<file path="config.mk">
export PLATFORM = sky130hd
export DESIGN_NAME = alu_share_arbiter_flat
export DESIGN_NICKNAME = d
export VERILOG_FILES = /design/src/rtl/alu_share_arbiter_if.sv /design/src/rtl/alu_share_arbiter.sv /design/src/flat_wrapper.sv
export SDC_FILE = /design/constraint.sdc
export NUM_CORES = 1
export LEC_CHECK = 0
export ABC_AREA = 1
export CAP_MARGIN = 15
export CORE_AREA = 3 3 152 110
export CTS_BUF_LIST = sky130_fd_sc_hd__clkbuf_4
export CTS_CLUSTER_SIZE = 16
export DETAILED_ROUTE_END_ITERATION = 8
export DIE_AREA = 0 0 155 113
export PLACE_DENSITY = 0.81
export SLEW_MARGIN = 20
export SYNTH_ARGS = -nofsm -noshare
export SYNTH_HDL_FRONTEND = slang
export SYNTH_SLANG_ARGS = --single-unit
</file>
<file path="constraint.sdc">
create_clock -name clk -period 1.7 [get_ports clk]
set_clock_uncertainty 0.05 [all_clocks]
set_input_delay 0.34 -clock clk [delete_from_list [all_inputs] [get_ports clk]]
set_output_delay 0.34 -clock clk [all_outputs]
set_load 0.01 [all_outputs]
</file>
<file path="src/rtl/alu_share_arbiter_if.sv">
// alu_share_arbiter_if
//  Bundles the request, response and ALU-side signals of alu_share_arbiter.
//  Modports:
//   slave  - the arbiter: takes requests and alu_out, drives ready/response/ALU operands/busy
//   master - the surroundings: requesters, response consumers and the ALU instance
//  Signals (N = 0,1):
//   reqN_valid/ready/op/a/b/tag  request channel
//   rspN_valid/ready/result/tag  response channel
//   alu_a/alu_b/alu_sel/alu_out  ALU connection
//   busy                         arbiter not idle
interface alu_share_arbiter_if #(
   parameter int unsigned DATA_W = 32,
   parameter int unsigned OP_W   = 4,
   parameter int unsigned TAG_W  = 4
);
   logic              req0_valid;
   logic              req0_ready;
   logic [OP_W-1:0]   req0_op;
   logic [DATA_W-1:0] req0_a;
   logic [DATA_W-1:0] req0_b;
   logic [TAG_W-1:0]  req0_tag;
   logic              req1_valid;
   logic              req1_ready;
   logic [OP_W-1:0]   req1_op;
   logic [DATA_W-1:0] req1_a;
   logic [DATA_W-1:0] req1_b;
   logic [TAG_W-1:0]  req1_tag;
   logic              rsp0_valid;
   logic              rsp0_ready;
   logic [DATA_W-1:0] rsp0_result;
   logic [TAG_W-1:0]  rsp0_tag;
   logic              rsp1_valid;
   logic              rsp1_ready;
   logic [DATA_W-1:0] rsp1_result;
   logic [TAG_W-1:0]  rsp1_tag;
   logic [DATA_W-1:0] alu_a;
   logic [DATA_W-1:0] alu_b;
   logic [OP_W-1:0]   alu_sel;
   logic [DATA_W-1:0] alu_out;
   logic              busy;

   modport slave (
      input  req0_valid, req0_op, req0_a, req0_b, req0_tag,
      input  req1_valid, req1_op, req1_a, req1_b, req1_tag,
      output req0_ready, req1_ready,
      input  rsp0_ready, rsp1_ready,
      output rsp0_valid, rsp0_result, rsp0_tag,
      output rsp1_valid, rsp1_result, rsp1_tag,
      output alu_a, alu_b, alu_sel, busy,
      input  alu_out
   );

   modport master (
      output req0_valid, req0_op, req0_a, req0_b, req0_tag,
      output req1_valid, req1_op, req1_a, req1_b, req1_tag,
      input  req0_ready, req1_ready,
      output rsp0_ready, rsp1_ready,
      input  rsp0_valid, rsp0_result, rsp0_tag,
      input  rsp1_valid, rsp1_result, rsp1_tag,
      input  alu_a, alu_b, alu_sel, busy,
      output alu_out
   );
endinterface

</file>
<file path="src/rtl/alu_share_arbiter.sv">
// alu_share_arbiter
//  Shares one combinational ALU between two requesters (0: integer issue, 1: branch unit).
//  One op in flight: IDLE accepts a request, EXEC lets the ALU settle on registered operands
//  and captures its output, RESP offers result and tag to the owning requester.
//  Ports:
//   clk    - rising-edge clock
//   rst_n  - asynchronous active-low reset
//   bus_io - alu_share_arbiter_if.slave: request/response channels, ALU operands, busy
//  Configuration:
//   ALU_ARB_FIXED_PRI_EN - when defined, req0 wins every tie (req1 may starve);
//                          default is round-robin on ties.
module alu_share_arbiter #(
   parameter int unsigned DATA_W = 32,
   parameter int unsigned OP_W   = 4,
   parameter int unsigned TAG_W  = 4
) (
   input logic                clk,
   input logic                rst_n,
   alu_share_arbiter_if.slave bus_io
);

   typedef enum logic [1:0] {StIdle, StExec, StResp} state_e;

   state_e            state_q;
   logic              owner_q;
   logic [DATA_W-1:0] a_q;
   logic [DATA_W-1:0] b_q;
   logic [OP_W-1:0]   sel_q;
   logic [TAG_W-1:0]  tag_q;
   logic [DATA_W-1:0] result_q;
   logic              rsp0_valid_q;
   logic              rsp1_valid_q;
   logic              busy_q;
`ifndef ALU_ARB_FIXED_PRI_EN
   logic              last_q;  // owner of the most recently completed op
`endif

   logic grant0;
   logic grant1;
   logic rsp_hs;

   // Grants are only meaningful in IDLE, so they double as the ready outputs.
   always_comb begin
      grant0 = 1'b0;
      grant1 = 1'b0;
      if (state_q == StIdle) begin
`ifdef ALU_ARB_FIXED_PRI_EN
         grant0 = bus_io.req0_valid;
         grant1 = bus_io.req1_valid & ~bus_io.req0_valid;
`else
         grant0 = bus_io.req0_valid & (~bus_io.req1_valid | last_q);
         grant1 = bus_io.req1_valid & (~bus_io.req0_valid | ~last_q);
`endif
      end
   end

   assign rsp_hs = (state_q == StResp) & (owner_q ? bus_io.rsp1_ready : bus_io.rsp0_ready);

   always_ff @(posedge clk or negedge rst_n) begin
      if (!rst_n) begin
         state_q      <= StIdle;
         owner_q      <= 1'b0;
         a_q          <= '0;
         b_q          <= '0;
         sel_q        <= '0;
         tag_q        <= '0;
         result_q     <= '0;
         rsp0_valid_q <= 1'b0;
         rsp1_valid_q <= 1'b0;
         busy_q       <= 1'b0;
`ifndef ALU_ARB_FIXED_PRI_EN
         last_q       <= 1'b1;
`endif
      end else begin
         unique case (state_q)
            StIdle: begin
               if (grant0 | grant1) begin
                  sel_q   <= grant1 ? bus_io.req1_op  : bus_io.req0_op;
                  a_q     <= grant1 ? bus_io.req1_a   : bus_io.req0_a;
                  b_q     <= grant1 ? bus_io.req1_b   : bus_io.req0_b;
                  tag_q   <= grant1 ? bus_io.req1_tag : bus_io.req0_tag;
                  owner_q <= grant1;
                  busy_q  <= 1'b1;
                  state_q <= StExec;
               end
            end
            StExec: begin
               result_q     <= bus_io.alu_out;
               rsp0_valid_q <= ~owner_q;
               rsp1_valid_q <= owner_q;
               state_q      <= StResp;
            end
            StResp: begin
               if (rsp_hs) begin
                  rsp0_valid_q <= 1'b0;
                  rsp1_valid_q <= 1'b0;
                  busy_q       <= 1'b0;
`ifndef ALU_ARB_FIXED_PRI_EN
                  last_q       <= owner_q;
`endif
                  state_q      <= StIdle;
               end
            end
            default: state_q <= StIdle;
         endcase
      end
   end

   assign bus_io.req0_ready  = grant0;
   assign bus_io.req1_ready  = grant1;
   assign bus_io.rsp0_valid  = rsp0_valid_q;
   assign bus_io.rsp1_valid  = rsp1_valid_q;
   assign bus_io.rsp0_result = result_q;
   assign bus_io.rsp1_result = result_q;
   assign bus_io.rsp0_tag    = tag_q;
   assign bus_io.rsp1_tag    = tag_q;
   assign bus_io.alu_a       = a_q;
   assign bus_io.alu_b       = b_q;
   assign bus_io.alu_sel     = sel_q;
   assign bus_io.busy        = busy_q;

endmodule
</file>
<file path="src/flat_wrapper.sv">
// flat-port wrapper written by rule: the top's interface ports become plain ports
module alu_share_arbiter_flat 
#(
   parameter int unsigned DATA_W = 32,
   parameter int unsigned OP_W   = 4,
   parameter int unsigned TAG_W  = 4
)
  (clk, rst_n, bus_io_req0_valid, bus_io_req0_op, bus_io_req0_a, bus_io_req0_b, bus_io_req0_tag, bus_io_req1_valid, bus_io_req1_op, bus_io_req1_a, bus_io_req1_b, bus_io_req1_tag, bus_io_req0_ready, bus_io_req1_ready, bus_io_rsp0_ready, bus_io_rsp1_ready, bus_io_rsp0_valid, bus_io_rsp0_result, bus_io_rsp0_tag, bus_io_rsp1_valid, bus_io_rsp1_result, bus_io_rsp1_tag, bus_io_alu_a, bus_io_alu_b, bus_io_alu_sel, bus_io_busy, bus_io_alu_out);
  alu_share_arbiter_if #(.DATA_W(DATA_W), .OP_W(OP_W), .TAG_W(TAG_W)) bus_io_i ();
  input logic clk;
  input logic rst_n;
  input wire logic [$bits(bus_io_i.req0_valid)-1:0] bus_io_req0_valid;
  input wire logic [$bits(bus_io_i.req0_op)-1:0] bus_io_req0_op;
  input wire logic [$bits(bus_io_i.req0_a)-1:0] bus_io_req0_a;
  input wire logic [$bits(bus_io_i.req0_b)-1:0] bus_io_req0_b;
  input wire logic [$bits(bus_io_i.req0_tag)-1:0] bus_io_req0_tag;
  input wire logic [$bits(bus_io_i.req1_valid)-1:0] bus_io_req1_valid;
  input wire logic [$bits(bus_io_i.req1_op)-1:0] bus_io_req1_op;
  input wire logic [$bits(bus_io_i.req1_a)-1:0] bus_io_req1_a;
  input wire logic [$bits(bus_io_i.req1_b)-1:0] bus_io_req1_b;
  input wire logic [$bits(bus_io_i.req1_tag)-1:0] bus_io_req1_tag;
  output wire logic [$bits(bus_io_i.req0_ready)-1:0] bus_io_req0_ready;
  output wire logic [$bits(bus_io_i.req1_ready)-1:0] bus_io_req1_ready;
  input wire logic [$bits(bus_io_i.rsp0_ready)-1:0] bus_io_rsp0_ready;
  input wire logic [$bits(bus_io_i.rsp1_ready)-1:0] bus_io_rsp1_ready;
  output wire logic [$bits(bus_io_i.rsp0_valid)-1:0] bus_io_rsp0_valid;
  output wire logic [$bits(bus_io_i.rsp0_result)-1:0] bus_io_rsp0_result;
  output wire logic [$bits(bus_io_i.rsp0_tag)-1:0] bus_io_rsp0_tag;
  output wire logic [$bits(bus_io_i.rsp1_valid)-1:0] bus_io_rsp1_valid;
  output wire logic [$bits(bus_io_i.rsp1_result)-1:0] bus_io_rsp1_result;
  output wire logic [$bits(bus_io_i.rsp1_tag)-1:0] bus_io_rsp1_tag;
  output wire logic [$bits(bus_io_i.alu_a)-1:0] bus_io_alu_a;
  output wire logic [$bits(bus_io_i.alu_b)-1:0] bus_io_alu_b;
  output wire logic [$bits(bus_io_i.alu_sel)-1:0] bus_io_alu_sel;
  output wire logic [$bits(bus_io_i.busy)-1:0] bus_io_busy;
  input wire logic [$bits(bus_io_i.alu_out)-1:0] bus_io_alu_out;
  assign bus_io_i.req0_valid = bus_io_req0_valid;
  assign bus_io_i.req0_op = bus_io_req0_op;
  assign bus_io_i.req0_a = bus_io_req0_a;
  assign bus_io_i.req0_b = bus_io_req0_b;
  assign bus_io_i.req0_tag = bus_io_req0_tag;
  assign bus_io_i.req1_valid = bus_io_req1_valid;
  assign bus_io_i.req1_op = bus_io_req1_op;
  assign bus_io_i.req1_a = bus_io_req1_a;
  assign bus_io_i.req1_b = bus_io_req1_b;
  assign bus_io_i.req1_tag = bus_io_req1_tag;
  assign bus_io_req0_ready = bus_io_i.req0_ready;
  assign bus_io_req1_ready = bus_io_i.req1_ready;
  assign bus_io_i.rsp0_ready = bus_io_rsp0_ready;
  assign bus_io_i.rsp1_ready = bus_io_rsp1_ready;
  assign bus_io_rsp0_valid = bus_io_i.rsp0_valid;
  assign bus_io_rsp0_result = bus_io_i.rsp0_result;
  assign bus_io_rsp0_tag = bus_io_i.rsp0_tag;
  assign bus_io_rsp1_valid = bus_io_i.rsp1_valid;
  assign bus_io_rsp1_result = bus_io_i.rsp1_result;
  assign bus_io_rsp1_tag = bus_io_i.rsp1_tag;
  assign bus_io_alu_a = bus_io_i.alu_a;
  assign bus_io_alu_b = bus_io_i.alu_b;
  assign bus_io_alu_sel = bus_io_i.alu_sel;
  assign bus_io_busy = bus_io_i.busy;
  assign bus_io_i.alu_out = bus_io_alu_out;
  alu_share_arbiter #(.DATA_W(DATA_W), .OP_W(OP_W), .TAG_W(TAG_W)) u_core (.clk(clk), .rst_n(rst_n), .bus_io(bus_io_i));
endmodule
</file>
## Yosys cells after proc, flatten, opt, wreduce, memory -nomap -nowiden

Cells that the tools add are included.

- Flip-flop bits (word level): 111
- Latch bits: 0
- Bits in writable memories: 0
- Memory bits (read-only): 0
- Input bits: 182
- Word-level logic and storage cells: 48
- Memories kept: 0

- Add/subtract/negate cells: 0
- Multiply operators: 0
- Divide/modulo/power cells: 0
- Order comparisons: 0
- Equality and inequality tests: 4
- Shift operators: 0
- Muxes and demuxes: 15
- Bitwise operators: 10
- Reductions and logical operators: 8

Operators with widths:

| kind | count |
|---|---|
| $mux W32 | 2 |
| $mux W4 | 2 |
| $reduce_and A2 Y1 | 4 |
| $pmux W1 S2 | 3 |
| $pmux W2 S3 | 1 |
| $mux W1 | 5 |
| $mux W2 | 2 |
| $not A1 Y1 | 4 |
| $reduce_bool A2 Y1 | 2 |
| $and A1 B1 Y1 | 3 |
| $or A1 B1 Y1 | 3 |
| $reduce_and A3 Y1 | 1 |
| $eq A2 B1 Y1 const B | 1 |
| $eq A2 B2 Y1 const B | 1 |
| $logic_not A2 Y1 | 1 |
| $ne A2 B1 Y1 const B | 1 |
| $ne A2 B2 Y1 const B | 1 |

## Longest topological paths before layout

Gate-level depths: netlist of run 1.

- Word-level depth: 7
- Gate-level depth with buffers: 7

## Least setup slack after synthesis of run 1

OpenSTA, ideal clock, no wires.

- Kind: register to output
- From: reg u_core.last_q
- To: out bus_io_req1_ready
- Arrival time: 1.134 ns
- Required time: 1.310 ns
- Setup slack: 0.176 ns
- Cell stages (with the launch flop): 6
- Buffers on the path: 2
- Cells stage by stage: dfstp_2 -> nand2_2 -> nand3_2 -> buf_4 -> buf_2 -> inv_2

- Word-level cells in the longest chain between the ends: 4

RTL lines:

| item | line | text |
|---|---|---|
| from (decl) | alu_share_arbiter.sv:35 | `logic last_q;` |
| from (signal assigned) | alu_share_arbiter.sv:99 | `last_q <= owner_q;` |
| $not A1 Y1 | alu_share_arbiter.sv:52 | `grant1 = bus_io.req1_valid & (~bus_io.req0_valid \| ~last_q);` |
| $or A1 B1 Y1 | alu_share_arbiter.sv:52 |  |
| $and A1 B1 Y1 | alu_share_arbiter.sv:52 |  |
| $mux W1 | alu_share_arbiter.sv:46 | `if (state_q == StIdle) begin` |
| to (decl) | flat_wrapper.sv:23 | `output wire logic [$bits(bus_io_i.req1_ready)-1:0] bus_io_req1_ready;` |

No other way between the ends.

## Worst setup path in the final report of run 1

- From: reg u_core.last_q
- To: out bus_io_req0_ready

- Word-level cells in the longest chain between the ends: 3

RTL lines:

| item | line | text |
|---|---|---|
| $or A1 B1 Y1 | alu_share_arbiter.sv:51 | `grant0 = bus_io.req0_valid & (~bus_io.req1_valid \| last_q);` |
| $and A1 B1 Y1 | alu_share_arbiter.sv:51 |  |
| $mux W1 | alu_share_arbiter.sv:46 |  |
| to (decl) | flat_wrapper.sv:22 | `output wire logic [$bits(bus_io_i.req0_ready)-1:0] bus_io_req0_ready;` |

No other way between the ends.

==> key figures, run 1 <==
Finish
  – Commonest non-fill, non-tap cell in the layout: nand2_1
  – Layout area overhead: 58.8%
  – Cell area after layout: ~9700 um^2
  – Commonest non-fill, non-tap cells in the layout: nand2_1 (250), clkdlybuf4s50_1 (179), inv_1 (148), nand3_1 (148), dlygate4sd2_1 (118)
  – Final net count: between 1000 and 1500
  – Share of layout cells above drive strength 1: 10.5%
  – Fillers: around 1400
  – Ant. Diodes: 0

CTS
  – Clk buf depth: 2
  – TritonCTS clock tree: yes
  – Num CTS Buffers: 9
  – Skew-Pair Late Insertion Delay: 0.45 ns
  – Clk slew on worst S/H paths: between 0.15 and 0.2 ns
  – H-tree depth: 3
  – Clock net sink count: approximately 110
  – Root Buffer Master: clkbuf_4

Critical path
  – Critical path fanouts, max: 2
  – WP data required: around 1.3 ns
  – Crit Path Class: flip-flop to output pin
  – Crit. End Element: output pin
  – Worst EP arrival: between 1 and 1.5 ns
  – Startpoint Class: flip-flop

Detailed routing
  – Post-Route WL: about 22000 um
  – Residual DRC count: 0
  – Vias per cell: 4.92
  – Via Count: around 6700
  – WL per Instance: 16.3 um
  – DR pass1 iterations: 5
  – Antenna viol nets, final: 0
  – Initial DRC Count: 525

STA
  – Final setup fails: 3
  – Worst slew margin: roughly 68%
  – Fmax: between 500 and 600 MHz
  – Worst Slack Setup Final: -0.133 ns
  – Worst Tran Pin Value: ~0.49 ns
  – Max Transition Viols Final: 0
  – Min cycle time layout: 1.83 ns
  – Post-route setup TNS: -0.291 ns
  – RSZ-0062 raised after global routing: true
  – Final period utilization: 108%
  – Final Hold Fails: 0

Logic synthesis
  – Netlist Area Pre-Place: approximately 6100 um^2
  – Share of the synthesized area in the top cell type: between 40% and 50%
  – Post-synth top area cell: dfrtp_1
  – Sequential area share after synthesis: between 40% and 50%
  – Yosys cell types: 18
  – Mean Syn Cell Area: 7.27 um^2
  – Synth Register Bits: about 110
  – Syn Inst Count: 839
  – Synth area leaders: dfrtp_1 (45%), nand2_1 (15%), nand3_1 (12%), inv_1 (9.2%), nand4_1 (7.4%)
  – Yosys warning total: 0
  – Syn nets: ~1000

Power and ir drop
  – Net Switching: 6730 uW
  – VDD IR max: about 0.86 mV
  – PwrDens: approximately 1600 nW/um^2
  – Seq pwr share: slightly above 30%
  – Int Pwr: about 8500 uW
  – Leak: between 0.005 and 0.006 uW
  – Net Sw Frac: between 40% and 50%
  – Clock share of power: 8.1%
  – Combinational Power Share: approximately 61%
  – Tot Pwr: between 15000 and 20000 uW

Placement
  – Hpwl dp: 15200 um
  – Placer Congestion: ~0.87
  – Pre-CTS setup slack: -0.297 ns
  – PortBufs: 326
  – Area after DPL: approximately 9400 um^2

Outcome
  – Outcome: finished, violations left
  – Failing checks: negative setup slack

Run
  – MaxCap Viol Count: 0

GRT
  – Initial antenna violation count: 0
  – First-pass GRT wire length: ~34000 um
  – Vias in the first global route: around 6600
  – Largest net degree at the start of global routing: 62
  – GRT overflow: 0
  – Gr usage total: between 20% and 30%

Floorplan
  – Starting Density: roughly two fifths
  – I/O Pins: 327
  – Die area: 17500 um^2
  – Row Count: 38
  – Die span in x: around 160 um
  – Die height: 113 um
  – Core Region: approximately 15000 um^2

Min path
  – Path type of the worst min-delay path: primary input to flip-flop
## Yosys cell counts (all sizes together)
cell / instances
o21ai: 3
inv: 152
nor2: 2
clkbuf: 24
dfstp: 1
nand3: 150
nand4: 72
dfrtp: 110
buf: 72
nand2: 253
## final timing paths
| path | start | to | slack (ns) | cells after the start |
|---|---|---|---|---|
| worst max-delay path | u_core.last_q$_DFFE_PN1P_ | bus_io_req0_ready | -0.13 | 6 |
| worst min-delay path | bus_io_alu_out[29] | u_core.bus_io.rsp0_result[29]$_DFFE_PN0P_ | 0.33 | 3 |
| worst max register to register | u_core.last_q$_DFFE_PN1P_ | u_core.bus_io.rsp0_tag[1]$_DFFE_PN0P_ | -0.03 | 9 |
| worst min register to register | u_core.bus_io.busy$_DFFE_PN0P_ | u_core.bus_io.busy$_DFFE_PN0P_ | 0.47 | 2 |
| max in group asynchronous | rst_n | u_core.last_q$_DFFE_PN1P_ | 0.91 | 3 |
| min in group asynchronous | rst_n | u_core.bus_io.rsp0_result[1]$_DFFE_PN0P_ | 0.35 | 3 |
## area by class of cell
type	count	area (um^2)	share of cell area, %
Clock buffer	10	75.1	0.775
Clock inverter	6	43.8	0.452
Inverter	152	571	5.89
Multi-Input combinational cell	480	2220	22.9
Sequential cell	111	2780	28.7
Tap cell	200	250	2.58
Timing Repair Buffer	398	3750	38.7
## per-layer routing
metal,wire length [um],global-route usage [%]
met1,9100,31.3
met2,10600,40.8
met3,2060,6.50
met4,373,5.65
met5,0,0
## timing repair
action / CTS / global route
endpoints found under the hold margin: 110 / 0
hold buffers: 1 / 0
pin swaps: 1 / 0
gates cloned: 0 / 2
gates resized for setup: 182 / 30
buffers inserted: 43 / 1
setup endpoints to repair: 183 / 99
## logic make-up (layout without fill, tap and decap cells)
logic type / after synthesis / after routing / synth area share [%]
AND/OR/NAND/NOR: 477 / 477 / 35.8
flip-flops: 111 / 111 / 45.5
buffers and inverters: 248 / 566 / 18.4
AO/OA/AOI/OAI: 3 / 3 / 0.246
## power groups by stage
stage | logic, uW | registers (uW) | clock network (uW)
after global placement | 9130 | 4890 | 0
after detailed placement | 9360 | 4890 | 0
after global routing | 10100 | 4880 | 1370
after CTS | 9160 | 4700 | 1280
after floorplan | 4200 | 5370 | 0
final | 9220 | 4730 | 1230
## state kept, by name (all words and copies together) (netlist names)
| register | count |
|---|---|
| u_core.bus_io.rsp0_valid | 1 |
| u_core.state_q | 2 |
| u_core.bus_io.alu_a | 32 |
| u_core.bus_io.busy | 1 |
| u_core.owner_q | 1 |
| u_core.bus_io.rsp1_valid | 1 |
| u_core.bus_io.alu_b | 32 |
| u_core.bus_io.rsp0_result | 32 |
| u_core.last_q | 1 |
| u_core.bus_io.alu_sel | 4 |
| u_core.bus_io.rsp0_tag | 4 |
## through the flow
step,util [%],std cells,hold slack (ns)
2_1_floorplan,-,839,-0.00559
6_report,63.1,1357,0.329
5_1_grt,63.1,1357,0.296
4_1_cts,63.2,1354,0.299
3_5_place_dp,61.0,1294,0.326
3_3_place_gp,61.0,1294,0.326
## worst max-delay path, cell delays in order (launching register included)
cell	delay (ns)
dfstp_2	0.58
buf_6	0.10
inv_2	0.03
nand2_2	0.06
nand3_4	0.06
inv_2	0.07
buf_6	0.10
Power figures use the tool's default switching activity.
==> inputs of run 2 (changes only) <==
--- a/config.mk
+++ b/config.mk
@@ -6,6 +6,7 @@
 export NUM_CORES = 1
 export LEC_CHECK = 0
 export ABC_AREA = 1
+export ABC_CLOCK_PERIOD_IN_PS = 1700
 export CAP_MARGIN = 15
 export CORE_AREA = 3 3 152 110
 export CTS_BUF_LIST = sky130_fd_sc_hd__clkbuf_4
==> results of run 2 <==
The final DEF is identical to that of run 1; final timing and power are the same.
==> patch 1, RTL diff (settings of run 2) <==
The option `ALU_ARB_FIXED_PRI_EN` is turned on by a define.
--- a/src/rtl/alu_share_arbiter.sv
+++ b/src/rtl/alu_share_arbiter.sv
@@ -9,6 +9,8 @@
 //  Configuration:
 //   ALU_ARB_FIXED_PRI_EN - when defined, req0 wins every tie (req1 may starve);
 //                          default is round-robin on ties.
+`define ALU_ARB_FIXED_PRI_EN
+
 module alu_share_arbiter #(
    parameter int unsigned DATA_W = 32,
    parameter int unsigned OP_W   = 4,
Behaviour: not the same (a bounded check fails within 4 cycles, from zero or initial values and one cycle with rst_n low).
==> patch 1 against run 2 <==
  * The flow still finishes with violations (negative setup slack)
  * Wire length decreased by 8.4%
  * Synthesized area decreased by 5.0%
  * Register-to-register slack improved by 160 ps
  * Cell area decreased by 2.7%
  * Sequential cell count decreased by 1
  * Setup slack improved by 120 ps
  * Total power decreased by 3.6%
==> patch 1: results (changes against run 2) <==
Placement
  – Dpl hpwl: 14040 um (was 15150 um)
  – Pre-CTS setup slack: -374.1 ps (was -297.0 ps)
  – RePlAce Congestion: 0.8333 (was 0.8664)
  – Post-DP Area: 9146 um^2 (was 9366 um^2)

STA
  – TNS Setup: -11.70 ps (was -290.8 ps)
  – Worst Slack Setup Final: -11.70 ps (was -132.9 ps)
  – WHS: 257.9 ps (was 328.6 ps)
  – Final Setup Violations: 1 (was 3)

Pwr
  – Sw Share: 0.4320 (was 0.4430)
  – Leakage: 5.384 nW (was 5.439 nW)
  – Logic pwr share: 0.584 (was 0.607)
  – Clock share of power: 0.096 (was 0.081)

Layout
  – Share of layout cells above drive strength 1: 0.09139 (was 0.1054)
  – Final nets: 1315 (was 1334)

Synth
  – Synth top area cells: dfrtp_1, nand2_1, nand3_1, inv_1, buf_4 (was dfrtp_1, nand2_1, nand3_1, inv_1, nand4_1)
  – Post-synthesis compound-gate area fraction: 0.002374 (was 0.002461)
  – Syn_nets: 1001 (was 1021)
  – Post-synth top cells: nand2_1, inv_1, nand3_1 (unchanged)

Min path
  – Hold Crit Class: input port to asynchronous set/reset pin (was input port to flip-flop)

Routing
  – Wire per inst: 15.12 um (was 16.27 um)

Outcome
  – Status: complete, but fails checks (unchanged)
  – Failing checks: negative setup slack (unchanged)

Worst setup path
  – R2r setup slk: 130 ps (was -30 ps)
  – CP startpoint: u_core.state_q[0] (was u_core.last_q)
  – Worst r2r src: u_core.state_q[1] (was u_core.last_q)
  – Worst-path maximum fanout: 3 (was 2)

Global routing
  – GRT Total Usage: 0.2148 (was 0.2422)
  – Global-route wire length before repair: 30880 um (was 34440 um)
  – Vias in the first global route: 6108 (was 6591)
  – Largest net degree at the start of global routing: 74 (was 62)
[patch 1: cell count changes in the layout (fill, tap and decap cells not counted), moves of 3 or more]
cell           change
buf_12             +5
buf_6              -5
nand4_1           -72
dlygate4sd2_1      +5
clkbuf_2           -4
nand3_1            -3
buf_4             -14
nand2_1           +74
[patch 1: layer usage]
layer | vias to the layer above | global-route usage | wire length (um)
met5 | - | 0 | 0
met4 | 0 | 0.05588 | 414
met2 | 288 | 0.3713 | 9693
met3 | 36 | 0.06040 | 1880
met1 | 2822 | 0.2659 | 8238
li1 | 3028 | - | -
[patch 1: what timing repair did]
action	CTS	global route
resized for setup	173	25
pin swaps	1	3
hold endpoints to repair	25	0
gates cloned	0	4
hold buffers	1	0
buffers inserted	26	4
endpoints found under the setup margin	217	92
[patch 1: final cells by class]
class	instances	area, um^2
clock buffer	10	75.07
clock inverter	6	77.57
fill	1368	5927
inverter	151	569.3
multi-input combinational	478	2034
sequential	110	2755
tap	200	250.2
timing repair buffer	383	3669
==> patch 2, RTL diff (config.mk and constraints of run 2) <==
Made on the original files. Re-encode `state_e` (3 states) as one-hot, 3 bits wide.
--- a/src/rtl/alu_share_arbiter.sv
+++ b/src/rtl/alu_share_arbiter.sv
@@ -19,7 +19,7 @@
    alu_share_arbiter_if.slave bus_io
 );
 
-   typedef enum logic [1:0] {StIdle, StExec, StResp} state_e;
+   typedef enum logic [2:0] {StIdle = 3'b001, StExec = 3'b010, StResp = 3'b100} state_e;
 
    state_e            state_q;
    logic              owner_q;
Check against the original RTL: no difference found for any inputs over 4 cycles, from zero or initial values and one cycle with rst_n low; so few cycles prove little.
==> patch 2 against run 2 <==
  * The run still ends with negative setup slack left
  * Total power decreased by 1.7%
  * Global-route usage decreased by 0.86 points
  * Combinational power decreased by 3.5%
  * Synthesized area decreased by 1.5%
  * Setup slack got worse by 81 ps
  * Wire length decreased by 4.3%
  * Cell area decreased by 1.7%
  * Sequential cell count increased by 1
  * Largest cell class unchanged
  * Largest power group unchanged
  * Highest routed layer unchanged
==> patch 2: results (changes against run 2) <==
Outcome
  – Status: complete, but fails checks (unchanged)
  – Failing checks: negative setup slack (unchanged)

Synth
  – Mux contribution to synthesized area: 0 (unchanged)
  – Post-synth top cells: nand2_1, nand3_1, inv_1 (was nand2_1, inv_1, nand3_1)
  – Syn_nets: 1020 (was 1021)
  – Most common cell in the synthesized netlist: nand2_1 (unchanged)
  – Post-synthesis compound-gate area fraction: 0.009779 (was 0.002461)
  – Xor/xnor share of the synthesized area: 0 (unchanged)
  – Sequential share of the synthesized area: 0.4665 (was 0.4554)
  – Synth top area cells: dfrtp_1, nand3_1, nand2_1, inv_1, buf_4 (was dfrtp_1, nand2_1, nand3_1, inv_1, nand4_1)
  – Cell variety after synth: 16 (was 18)
  – Syn Area/Cell: 7.176 um^2 (was 7.273 um^2)
  – Async set-reset flop share out of synthesis: 1.000 (unchanged)

Routing
  – DRT iter0 DRCs: 333 (was 525)
  – Drt pass-1 iters: 4 (was 5)
  – Vias: 6364 (was 6671)
  – Final WL: 21140 um (was 22080 um)
  – Wire per inst: 15.66 um (was 16.27 um)

Placement
  – Dpl hpwl: 14720 um (was 15150 um)
  – RePlAce Congestion: 0.8631 (was 0.8664)
  – Inst Count DP: 1297 (was 1294)
  – Post-DP Area: 9295 um^2 (was 9366 um^2)
  – # port buffers: 326 (unchanged)

Clock tree
  – Clock transition at the registers of the reported paths: 170 ps
  – H-tree levels: 3 (unchanged)
  – Clk Latency, worst-skew pair: 460 ps

Global routing
  – Vias in the first global route: 6082 (was 6591)
  – Global-route wire length before repair: 32850 um (was 34440 um)
  – GRT Total Usage: 0.2336 (was 0.2422)
  – Initial antenna violation count: 0 (unchanged)
  – Largest net degree at the start of global routing: 64 (was 62)

Min path
  – Hold Crit Class: input port to asynchronous set/reset pin (was input port to flip-flop)

Worst setup path
  – CP delay by family, top: flip-flops (unchanged)
  – Critical Path AT: 1520 ps (was 1440 ps)
  – Crit path largest cell delay: 580 ps (about the same)
  – Worst-path maximum fanout: 3 (was 2)

STA
  – Tightest Pin Transition: 716.2 ps (was 487.3 ps)
  – Final Setup Violations: 72 (was 3)
  – Worst Slack Setup Final: -213.7 ps (was -132.9 ps)

Pwr
  – Leakage: 5.385 nW (was 5.439 nW)
  – Max VDD drop: 0.9290 mV (was 0.8600 mV)
  – PwrDens: 1567 nW/um^2 (was 1568 nW/um^2)

Layout
  – Share of layout cells above drive strength 1: 0.09487 (was 0.1054)
  – Layout fillers: 1409 (was 1376)
patch 2: cell count changes after synthesis, moves of 4 or more:
cell | run 2 | this run
buf_4 | 42 | 37
nand3_1 | 148 | 222
o21ai_0 | 2 | 6
nand4_1 | 72 | 0
inv_1 | 149 | 153
clkbuf_1 | 24 | 19
patch 2: power by group:
part           internal [mW]  total (mW)  switching (mW)
combinational           4.01        8.90            4.89
clock                  0.321        1.27           0.952
sequential              4.00        4.75           0.754
total                   8.33        14.9            6.60
patch 2: layer usage:
metal	GRT usage	vias to the layer above	wire length (um)
li1	-	3135	-
met1	0.2889	2952	8613
met2	0.3986	250	10330
met3	0.07607	27	1818
met4	0.05647	0	375
met5	0	-	0
patch 2: kinds of logic after synthesis:
kind of cell | Yosys count
AO/OA/AOI/OAI | 9
buffers and inverters | 243
flip-flops | 112
AND/OR/NAND/NOR | 474
patch 2: layout make-up:
| class | count | share of cell area |
|---|---|---|
| multi-input combinational | 483 | 0.2263 |
| clock inverter | 7 | 0.005780 |
| antenna | 1 | 0.0002627 |
| tap | 200 | 0.02627 |
| sequential | 112 | 0.2945 |
| clock buffer | 9 | 0.007093 |
| timing repair buffer | 384 | 0.3791 |
| inverter | 154 | 0.06069 |
patch 2: metrics by stage:
stage / hold slack (ps) / total power [mW] / TNS [ps] / worst slack, ps
6_report: 158.6 / 14.93 / -9236 / -213.7
2_1_floorplan: -5.591 / 9.467 / 0 / 61.61
3_5_place_dp: 112.0 / 14.18 / -27410 / -468.3
4_1_cts: 110.2 / 15.09 / -10210 / -270.7
5_1_grt: 120.1 / 16.10 / -16890 / -319.6
3_3_place_gp: 111.2 / 13.94 / -26050 / -442.0
patch 2: final timing paths:
path	from	endpoint	slack, ps	cells past startpoint
setup / recovery	u_core.state_q[0]	bus_io_req1_ready	-210	6
min in group clk	bus_io_alu_out[18]	u_core.bus_io.rsp0_result[18]	330	3
setup reg to reg	u_core.state_q[0]	u_core.bus_io.alu_a[22]	-200	6
hold reg to reg	u_core.owner_q	u_core.bus_io.rsp0_valid	460	1
max in group asynchronous	rst_n	u_core.state_q[0]	890	3
hold / removal	rst_n	u_core.bus_io.alu_a[15]	160	2
patch 2: what timing repair did:
action | CTS | global route
gates resized for setup | 189 | 22
gates cloned | 2 | 0
hold buffers | 1 | 0
hold endpoints to repair | 110 | 0
pin swaps | 3 | 3
endpoints found under the setup margin | 218 | 98
setup buffers | 31 | 2
